### src/rtl/algo_4wt_wr_ingress_buf_if.sv
// ---------------------------------------------------------------------------
// algo_4wt_wr_ingress_buf_if
//   Bundles the client write-request side and the memory-top write side of
//   the 4-port write-ingress buffer.
//
//   Client side : in_vld, in_adr, in_din (to buffer), in_rdy (from buffer)
//   Memory side : mem_rdy, wr_bp (to buffer), write, wr_adr, din (from buffer)
//   Port p occupies bits [p*BITADDR +: BITADDR] of the address buses and
//   bits [p*WIDTH +: WIDTH] of the data buses.
//
//   modport slave  : the buffer itself
//   modport master : whatever drives clients and models the memory top
// ---------------------------------------------------------------------------
interface algo_4wt_wr_ingress_buf_if #(
  parameter int WIDTH   = 32,
  parameter int BITADDR = 13,
  parameter int NUMWRPT = 4
);
  logic [NUMWRPT-1:0]         in_vld;
  logic [NUMWRPT*BITADDR-1:0] in_adr;
  logic [NUMWRPT*WIDTH-1:0]   in_din;
  logic [NUMWRPT-1:0]         in_rdy;
  logic                       mem_rdy;
  logic [NUMWRPT-1:0]         wr_bp;
  logic [NUMWRPT-1:0]         write;
  logic [NUMWRPT*BITADDR-1:0] wr_adr;
  logic [NUMWRPT*WIDTH-1:0]   din;

  modport slave (
    input  in_vld, in_adr, in_din, mem_rdy, wr_bp,
    output in_rdy, write, wr_adr, din
  );

  modport master (
    output in_vld, in_adr, in_din, mem_rdy, wr_bp,
    input  in_rdy, write, wr_adr, din
  );
endinterface

### src/rtl/algo_4wt_wr_ingress_buf.sv
// ---------------------------------------------------------------------------
// algo_4wt_wr_ingress_buf
//   Write-ingress buffer in front of the 1r4wt memory top. Each of the 4
//   write ports has its own DEPTH-entry FIFO. Client writes are accepted on
//   a valid/ready handshake and drained onto the memory write bus whenever
//   the memory top is ready and that port is not backpressured. Writes are
//   never dropped and per-port order is preserved; ports are independent.
//
// Ports
//   clk      : clock
//   rst      : asynchronous active-low reset, released synchronously to clk
//   bus      : algo_4wt_wr_ingress_buf_if.slave (client + memory-top buses)
//   occ      : per-port FIFO occupancy, (BITDPTH+1) bits per port, registered
//   hwm_clr  : (ALGO_WRBUF_HWM_EN only) load every high-water mark with cnt
//   hwm      : (ALGO_WRBUF_HWM_EN only) per-port high-water mark of cnt
//
// Optional feature macro: ALGO_WRBUF_HWM_EN
//
// Timing: a write accepted at edge N into an empty FIFO is popped at edge
// N+1 and appears on write/wr_adr/din after that edge (no bypass path).
// ---------------------------------------------------------------------------
module algo_4wt_wr_ingress_buf #(
  parameter int WIDTH   = 32,
  parameter int BITADDR = 13,
  parameter int NUMWRPT = 4,
  parameter int DEPTH   = 4,
  parameter int BITDPTH = 2
) (
  input  logic                             clk,
  input  logic                             rst,
  algo_4wt_wr_ingress_buf_if.slave         bus,
  output logic [NUMWRPT*(BITDPTH+1)-1:0]   occ
`ifdef ALGO_WRBUF_HWM_EN
  ,
  input  logic                             hwm_clr,
  output logic [NUMWRPT*(BITDPTH+1)-1:0]   hwm
`endif
);

  typedef logic [BITDPTH-1:0] ptr_t;
  typedef logic [BITDPTH:0]   cnt_t;

  typedef struct packed {
    logic [BITADDR-1:0] adr;
    logic [WIDTH-1:0]   dat;
  } entry_t;

  localparam cnt_t CNT_FULL = cnt_t'(DEPTH);

  // Registered state
  logic                    rst_sync_done_q, rst_sync_done_d;
  ptr_t                    wptr_q   [NUMWRPT];
  ptr_t                    wptr_d   [NUMWRPT];
  ptr_t                    rptr_q   [NUMWRPT];
  ptr_t                    rptr_d   [NUMWRPT];
  cnt_t                    cnt_q    [NUMWRPT];
  cnt_t                    cnt_d    [NUMWRPT];
  logic [NUMWRPT-1:0]      write_q, write_d;
  logic [BITADDR-1:0]      wr_adr_q [NUMWRPT];
  logic [BITADDR-1:0]      wr_adr_d [NUMWRPT];
  logic [WIDTH-1:0]        din_q    [NUMWRPT];
  logic [WIDTH-1:0]        din_d    [NUMWRPT];
  entry_t                  mem_q    [NUMWRPT][DEPTH];

  // Per-cycle decode
  logic [NUMWRPT-1:0]      in_rdy_w;
  logic [NUMWRPT-1:0]      push;
  logic [NUMWRPT-1:0]      pop;
  entry_t                  push_ent [NUMWRPT];
  entry_t                  head_ent [NUMWRPT];

  // NOTE: every signal assigned in always_comb gets a default before any
  // conditional update, so no path can leave it unassigned (no latch).
  always_comb begin
    rst_sync_done_d = 1'b1;
    for (int p = 0; p < NUMWRPT; p++) begin
      // Ready comes from registered state only, so it never depends on a
      // pop in the same cycle; a full FIFO reopens one cycle after a pop.
      in_rdy_w[p]    = rst_sync_done_q & (cnt_q[p] != CNT_FULL);
      push[p]        = bus.in_vld[p] & in_rdy_w[p];
      pop[p]         = bus.mem_rdy & ~bus.wr_bp[p] & (cnt_q[p] != '0);
      push_ent[p]    = '{adr: bus.in_adr[p*BITADDR +: BITADDR],
                         dat: bus.in_din[p*WIDTH +: WIDTH]};
      head_ent[p]    = mem_q[p][rptr_q[p]];

      // Pointers wrap naturally because DEPTH is a power of 2.
      wptr_d[p]      = push[p] ? wptr_q[p] + ptr_t'(1) : wptr_q[p];
      rptr_d[p]      = pop[p]  ? rptr_q[p] + ptr_t'(1) : rptr_q[p];

      cnt_d[p]       = cnt_q[p];
      unique case ({push[p], pop[p]})
        2'b10:   cnt_d[p] = cnt_q[p] + cnt_t'(1);
        2'b01:   cnt_d[p] = cnt_q[p] - cnt_t'(1);
        default: cnt_d[p] = cnt_q[p];
      endcase

      // Address/data hold their last value when no write is issued.
      write_d[p]     = pop[p];
      wr_adr_d[p]    = pop[p] ? head_ent[p].adr : wr_adr_q[p];
      din_d[p]       = pop[p] ? head_ent[p].dat : din_q[p];
    end
  end

  // NOTE: sequential state uses non-blocking assignments only, so every flop
  // samples the pre-edge value of every other flop.
  always_ff @(posedge clk or negedge rst) begin
    if (!rst) begin
      rst_sync_done_q <= 1'b0;
      write_q         <= '0;
      for (int p = 0; p < NUMWRPT; p++) begin
        wptr_q[p]   <= '0;
        rptr_q[p]   <= '0;
        cnt_q[p]    <= '0;
        wr_adr_q[p] <= '0;
        din_q[p]    <= '0;
      end
    end else begin
      rst_sync_done_q <= rst_sync_done_d;
      write_q         <= write_d;
      for (int p = 0; p < NUMWRPT; p++) begin
        wptr_q[p]   <= wptr_d[p];
        rptr_q[p]   <= rptr_d[p];
        cnt_q[p]    <= cnt_d[p];
        wr_adr_q[p] <= wr_adr_d[p];
        din_q[p]    <= din_d[p];
      end
    end
  end

  // NOTE: FIFO storage is deliberately not reset; cnt/pointers being cleared
  // guarantees no entry is read before it has been written.
  always_ff @(posedge clk) begin
    for (int p = 0; p < NUMWRPT; p++) begin
      if (push[p]) begin
        mem_q[p][wptr_q[p]] <= push_ent[p];
      end
    end
  end

  // Flatten per-port registers onto the packed buses.
  always_comb begin
    bus.in_rdy = in_rdy_w;
    bus.write  = write_q;
    bus.wr_adr = '0;
    bus.din    = '0;
    occ        = '0;
    for (int p = 0; p < NUMWRPT; p++) begin
      bus.wr_adr[p*BITADDR +: BITADDR]   = wr_adr_q[p];
      bus.din[p*WIDTH +: WIDTH]          = din_q[p];
      occ[p*(BITDPTH+1) +: (BITDPTH+1)]  = cnt_q[p];
    end
  end

`ifdef ALGO_WRBUF_HWM_EN
  cnt_t hwm_q [NUMWRPT];
  cnt_t hwm_d [NUMWRPT];

  always_comb begin
    hwm = '0;
    for (int p = 0; p < NUMWRPT; p++) begin
      if (hwm_clr) begin
        hwm_d[p] = cnt_q[p];
      end else if (cnt_q[p] > hwm_q[p]) begin
        hwm_d[p] = cnt_q[p];
      end else begin
        hwm_d[p] = hwm_q[p];
      end
      hwm[p*(BITDPTH+1) +: (BITDPTH+1)] = hwm_q[p];
    end
  end

  always_ff @(posedge clk or negedge rst) begin
    if (!rst) begin
      for (int p = 0; p < NUMWRPT; p++) hwm_q[p] <= '0;
    end else begin
      for (int p = 0; p < NUMWRPT; p++) hwm_q[p] <= hwm_d[p];
    end
  end
`endif

endmodule
### src/flat_wrapper.sv
// flat-port wrapper written by rule: the top's interface ports become plain ports
module algo_4wt_wr_ingress_buf_flat 
#(
  parameter int WIDTH   = 32,
  parameter int BITADDR = 13,
  parameter int NUMWRPT = 4,
  parameter int DEPTH   = 4,
  parameter int BITDPTH = 2
)
  (clk, rst, occ, bus_in_vld, bus_in_adr, bus_in_din, bus_mem_rdy, bus_wr_bp, bus_in_rdy, bus_write, bus_wr_adr, bus_din);
  algo_4wt_wr_ingress_buf_if #(.WIDTH(WIDTH), .BITADDR(BITADDR), .NUMWRPT(NUMWRPT)) bus_i ();
  input  logic clk;
  input  logic rst;
  output logic [NUMWRPT*(BITDPTH+1)-1:0] occ;
  input wire logic [$bits(bus_i.in_vld)-1:0] bus_in_vld;
  input wire logic [$bits(bus_i.in_adr)-1:0] bus_in_adr;
  input wire logic [$bits(bus_i.in_din)-1:0] bus_in_din;
  input wire logic [$bits(bus_i.mem_rdy)-1:0] bus_mem_rdy;
  input wire logic [$bits(bus_i.wr_bp)-1:0] bus_wr_bp;
  output wire logic [$bits(bus_i.in_rdy)-1:0] bus_in_rdy;
  output wire logic [$bits(bus_i.write)-1:0] bus_write;
  output wire logic [$bits(bus_i.wr_adr)-1:0] bus_wr_adr;
  output wire logic [$bits(bus_i.din)-1:0] bus_din;
  assign bus_i.in_vld = bus_in_vld;
  assign bus_i.in_adr = bus_in_adr;
  assign bus_i.in_din = bus_in_din;
  assign bus_i.mem_rdy = bus_mem_rdy;
  assign bus_i.wr_bp = bus_wr_bp;
  assign bus_in_rdy = bus_i.in_rdy;
  assign bus_write = bus_i.write;
  assign bus_wr_adr = bus_i.wr_adr;
  assign bus_din = bus_i.din;
  algo_4wt_wr_ingress_buf #(.WIDTH(WIDTH), .BITADDR(BITADDR), .NUMWRPT(NUMWRPT), .DEPTH(DEPTH), .BITDPTH(BITDPTH)) u_core (.clk(clk), .rst(rst), .bus(bus_i), .occ(occ));
endmodule
### config.mk
export PLATFORM = sky130hd
export DESIGN_NAME = algo_4wt_wr_ingress_buf_flat
export DESIGN_NICKNAME = d
export VERILOG_FILES = /design/src/rtl/algo_4wt_wr_ingress_buf_if.sv /design/src/rtl/algo_4wt_wr_ingress_buf.sv /design/src/flat_wrapper.sv
export SDC_FILE = /design/constraint.sdc
export NUM_CORES = 1
export LEC_CHECK = 0
export BUFFER_PORTS_ARGS = -buffer_cell sky130_fd_sc_hd__buf_4
export CORE_ASPECT_RATIO = 1.1
export CORE_UTILIZATION = 44
export DETAILED_ROUTE_END_ITERATION = 6
export GPL_TIMING_DRIVEN = 0
export PLACE_DENSITY_LB_ADDON = 0.1
export SLEW_MARGIN = 25
export SYNTH_ARGS = -nofsm -noshare
export SYNTH_HDL_FRONTEND = slang
export SYNTH_SLANG_ARGS = --single-unit
### constraint.sdc
create_clock -name clk -period 3.1 [get_ports clk]
set_input_delay 0.62 -clock clk [delete_from_list [all_inputs] [get_ports clk]]
set_output_delay 0.62 -clock clk [all_outputs]
set_load 0.05 [all_outputs]
* After elaboration in Yosys (flattened, before gate mapping)
Memory sizes are Yosys's and may differ from the RTL's.
Cells that the tools add are included.
** Storage, ports and cells
- Memories :: 1
- Bits of input ports :: 191
- Memory bits (writable) :: 720
- Flip-flop bits (word level) :: 213
** Memories
- u_core.mem_q :: depth 4, width 180, rd ports 4, clocked after memory_dff 0, wr ports 4, RTL line algo_4wt_wr_ingress_buf.sv:63 : entry_t mem_q [NUMWRPT][DEPTH];
** Cells by class
- Magnitude comparators :: 12
- Eq/ne operators :: 12
- Multiplexer cells :: 32
- Bitwise gates (word level) :: 28
- Add/subtract/negate cells :: 16
- Reductions and logical operators :: 12
** Operators by type and width (number)
- $mux 180 :: 4
- $mux 45 :: 12
- $bmux 45 s2 :: 4
- $demux 45 s2 :: 4
- $ge 3x3->1 const B :: 8
- $not 2->3 :: 8
- $pmux 3 s2 :: 4
- $add 2x1->2 const B :: 8
- $and 1x1->1 :: 16
- $add 3x1->3 const B :: 4
- $lt 3x1->1 const B :: 4
- $ne 3x3->1 const B :: 4
- $reduce_bool 3->1 :: 4
- $sub 3x1->3 const B :: 4
- $eq 2x1->1 const B :: 4
- $eq 2x2->1 const B :: 4
- $reduce_bool 2->1 :: 4
- $logic_and 1x1->1 :: 4
- $mux 1 :: 4
- $not 1->1 :: 4

* Depth between registers and ports, before layout
- Depth after elaboration :: 6
- Mapped depth :: 10
- Mapped depth without buffers :: 9

* Worst setup path before layout
No wires, ideal clock.
- Path type :: reg-to-reg
- Start :: register u_core.cnt_q, in the netlist u_core.occ[0]
- End :: memory u_core.mem_q[0][0] in the netlist's numbering, enable pin
- Arrival :: 2.151 ns
- Path slack :: 0.542 ns
- Stages on the path, launching flop included :: 3
- Data required time :: 2.693 ns
- Library setup time :: 0.407 ns
- Cells stage by stage :: dfrtp_1 -> o311a_1 -> and2_1
** RTL lines
- from (decl) :: RTL line algo_4wt_wr_ingress_buf.sv:56 : cnt_t cnt_q [NUMWRPT];
- from (signal, indexed assignment) :: RTL line algo_4wt_wr_ingress_buf.sv:123 : cnt_q[p] <= cnt_d[p];
- to (decl) :: RTL line algo_4wt_wr_ingress_buf.sv:63

* Final worst setup path
- Start :: register u_core.rst_sync_done_q
- End :: output port bus_in_rdy[1]
** On the way
- Word-level cells in the longest chain between the ends :: 1
** Ends and longest elaborated chain
- from (decl) :: RTL line algo_4wt_wr_ingress_buf.sv:51 : logic rst_sync_done_q, rst_sync_done_d;
- from (signal assigned) :: RTL line algo_4wt_wr_ingress_buf.sv:118 : rst_sync_done_q <= rst_sync_done_d;
- $and 1x1->1 :: RTL line algo_4wt_wr_ingress_buf.sv:79 : in_rdy_w[p] = rst_sync_done_q & (cnt_q[p] != CNT_FULL);
- to (decl) :: RTL line flat_wrapper.sv:20 : output wire logic [$bits(bus_i.in_rdy)-1:0] bus_in_rdy;
No other way between the ends.

==> reports/metrics.yaml <==
finish:
  layout.cells.non_filler: 3106
  layout_commonest_cell: "edfxtp_1"
  stdcell_area_um2: 42700
  final_util: 0.549
  mostFrequentLayoutCells: "720 x edfxtp_1, 402 x buf_4, 213 x dfrtp_1"
  drive_gt1_frac: 0.477
  area.growth.synth_to_final_pct: 23.1
  nNetsFinal: 2201
routing:
  wl_per_cell_um: 23.5
  drtAntennaViolNets: 0
  firstDrtPassIters: 4
  routed_via_density: 5.15
  routed-wl-met2_mm: 37.2
  wl_mm: 73.1
  top_layer_used: "met5"
  via_count: 16000
  drc: 0
  wl_met3_mm: 4.42
  wl_met1_mm: 29.9
  drt_first_iter_violations: 902
power:
  vdd_drop_max_mv: 0.646
  p_per_area_nw_per_um2: 1030
  p_sw_uw: 14900
  swShare: 0.338
  finalPower_uw: 44100
  p_int_uw: 29200
  p_clk_frac: 0.268
  combPwrFrac: 0.345
  sequentialPowerShare: 0.387
  p_leak_uw: 0.0155
placement:
  dpl.cell_count: 2924
  io_buffers: 390
  routabilityCongestion: 0.731
  placed_area_um2: 39400
  dp_hpwl_mm: 46.7
cts:
  cts-resized-gates: 0
  htreeDepth: 3
  clk-insertion-delay-late_ns: 0.65
  cts_made_buffers: 94
  cts_buffer_depth: 3
  cts_hold_buf: 1
  cts_setup_buffers: 0
  cts_tree: "done"
  cts.sinks: 933
  clk_pin_slew_worst_paths_ns: 0.06
  root_buffer: "clkbuf_16"
synthesis:
  synth_flop_cell: "edfxtp_1"
  synth_edf_count: 720
  yosys-top-cells-area: "edfxtp_1 62%, dfrtp_1 15%, mux4_2 12%"
  syn_area_per_cell_um2: 23.4
  ys_async_sr_fraction: 0.228
  synth_cell_types: 26
  netlist_area_um2: 34700
  synthesis.nets: 1695
  synth_top_area_share: 0.624
  ys_seq_area_frac: 0.778
  yosys.area.top_type: "edfxtp_1"
  ys_ff_latch: 933
  ys_warn_count: 0
  syn_inst: 1480
critical_path:
  slowest_delay_ns: 0.58
  cp-end-kind: "output port"
  crit_fanout: 8
  cp_data_required_time_ns: 2.48
  cp_slowest_cell: "clkbuf_1"
  worstPathArrival_ns: 2.09
  path_class: "register to output port"
  crit_chain: "clkbuf_1 -> o31a_1 -> buf_4"
  startpoint_type: "register"
job:
  drv_cap: 0
floorplan:
  dieArea_um2: 79900
  fp.dieW_um: 270
  core_area_um2: 77600
  ioPinCount: 391
  rows: 107
  die_h_um: 296
  start_util: 0.446
sta:
  whs_ns: 0.163
  period_needed_ns: 2.71
  setup_viol: 0
  worst_pin_slew_ns: 0.777
  finalHoldViolations: 0
  maxSlewViolCount: 0
  max_freq_mhz: 369
  grt_setup_unrepaired: "no"
  timing.final.crit_share: 0.873
  skew_ns: 0.0243
  relSlewSlack: 0.482
global_routing:
  antenna_found_initial: 7
  grt_max_degree: 69
  grt_pass1_vias: 16900
  grt_pass1_wl_mm: 109
  grt_usage: 0.184
  globalRoute.totalOverflow: 0
worst_hold_path:
  hp-class: "input pin to register"
status:
  status: "complete, no violations"
cell families (layout without fill, tap and decap cells):
group | after synthesis | count (layout) | share of synthesized area
adder cells (fa/ha/maj) | 24 | 24 | 0.00953
AO/OA/AOI/OAI | 9 | 9 | 0.00231
XOR/XNOR | 24 | 24 | 0.00606
buffers and inverters | 89 | 676 | 0.0157
other | 1 | 5 | 0.000108
flip-flops | 933 | 933 | 0.778
multiplexers | 367 | 367 | 0.182
AND/OR/NAND/NOR | 33 | 33 | 0.00689
power groups by stage:
stage	Sequential, uW	Combinational, uW	Clock [uW]
global placement	17300	15200	0
finish	17100	15200	11800
floorplan	21700	6170	0
CTS	17100	15500	12100
detailed placement	17300	15500	0
global route	17400	16100	12600
worst max-delay path, delay by kind of cell, from the launching register on:
family / cells / cell delay [ns]
compound gates: 1 / 0.33
buf+inv: 2 / 0.81
flops: 1 / 0.32
flip-flops by register name (all words and copies together) (netlist names):
name	count
u_core.rptr_q	8
u_core.wptr_q	8
u_core.mem_q	720
u_core.rst_sync_done_q	1
u_core.bus.write	4
u_core.bus.din	128
u_core.bus.wr_adr	52
u_core.occ	12
stage by stage:
step | setup slack, ns | setup TNS [ns]
after floorplan | 0.542 | 0
after global placement | -0.953 | -776.00
after detailed placement | 0.266 | 0
after CTS | 0.371 | 0
after global routing | 0.329 | 0
final | 0.393 | 0
per-layer routing:
metal | up-vias | global-route usage
li1 | 7037 | -
met1 | 8455 | 0.237
met2 | 394 | 0.305
met3 | 93 | 0.0482
met4 | 8 | 0.0617
met5 | - | 0
layout make-up:
type	count	area, um^2
fill	6108	35000
sequential	933	27000
multi-input combinational	458	7210
timing repair buffer	410	3380
clock buffer	135	2680
tap	1035	1290
clock inverter	42	591
buffer	61	440
inverter	28	105
antenna	4	10.0
final timing paths:
check | from | slack, ns | end | cells past startpoint
setup / recovery | u_core.rst_sync_done_q | 0.39 | bus_in_rdy[1] | 3
hold / removal | bus_in_adr[50] | 0.16 | u_core.mem_q[3][88] | 1
setup reg to reg | u_core.occ[9] | 0.58 | u_core.occ[11] | 10
hold reg to reg | u_core.bus.din[7] | 0.51 | u_core.bus.din[7] | 1
max in group asynchronous | rst | 1.62 | u_core.bus.din[104] | 4
min in group asynchronous | rst | 0.44 | u_core.bus.din[19] | 2
synthesized netlist by cell type, types with 6 or more instances:
master and number:
dfrtp_1 213, edfxtp_1 720, buf_2 16, xor2_1 12
mux4_2 180, buf_4 13, buf_6 19, inv_1 28
mux2_2 145, xnor2_1 12, buf_1 7, mux2_4 39
clkbuf_1 6, and2_1 16, ha_1 20
(Power assumes the default switching activity.)
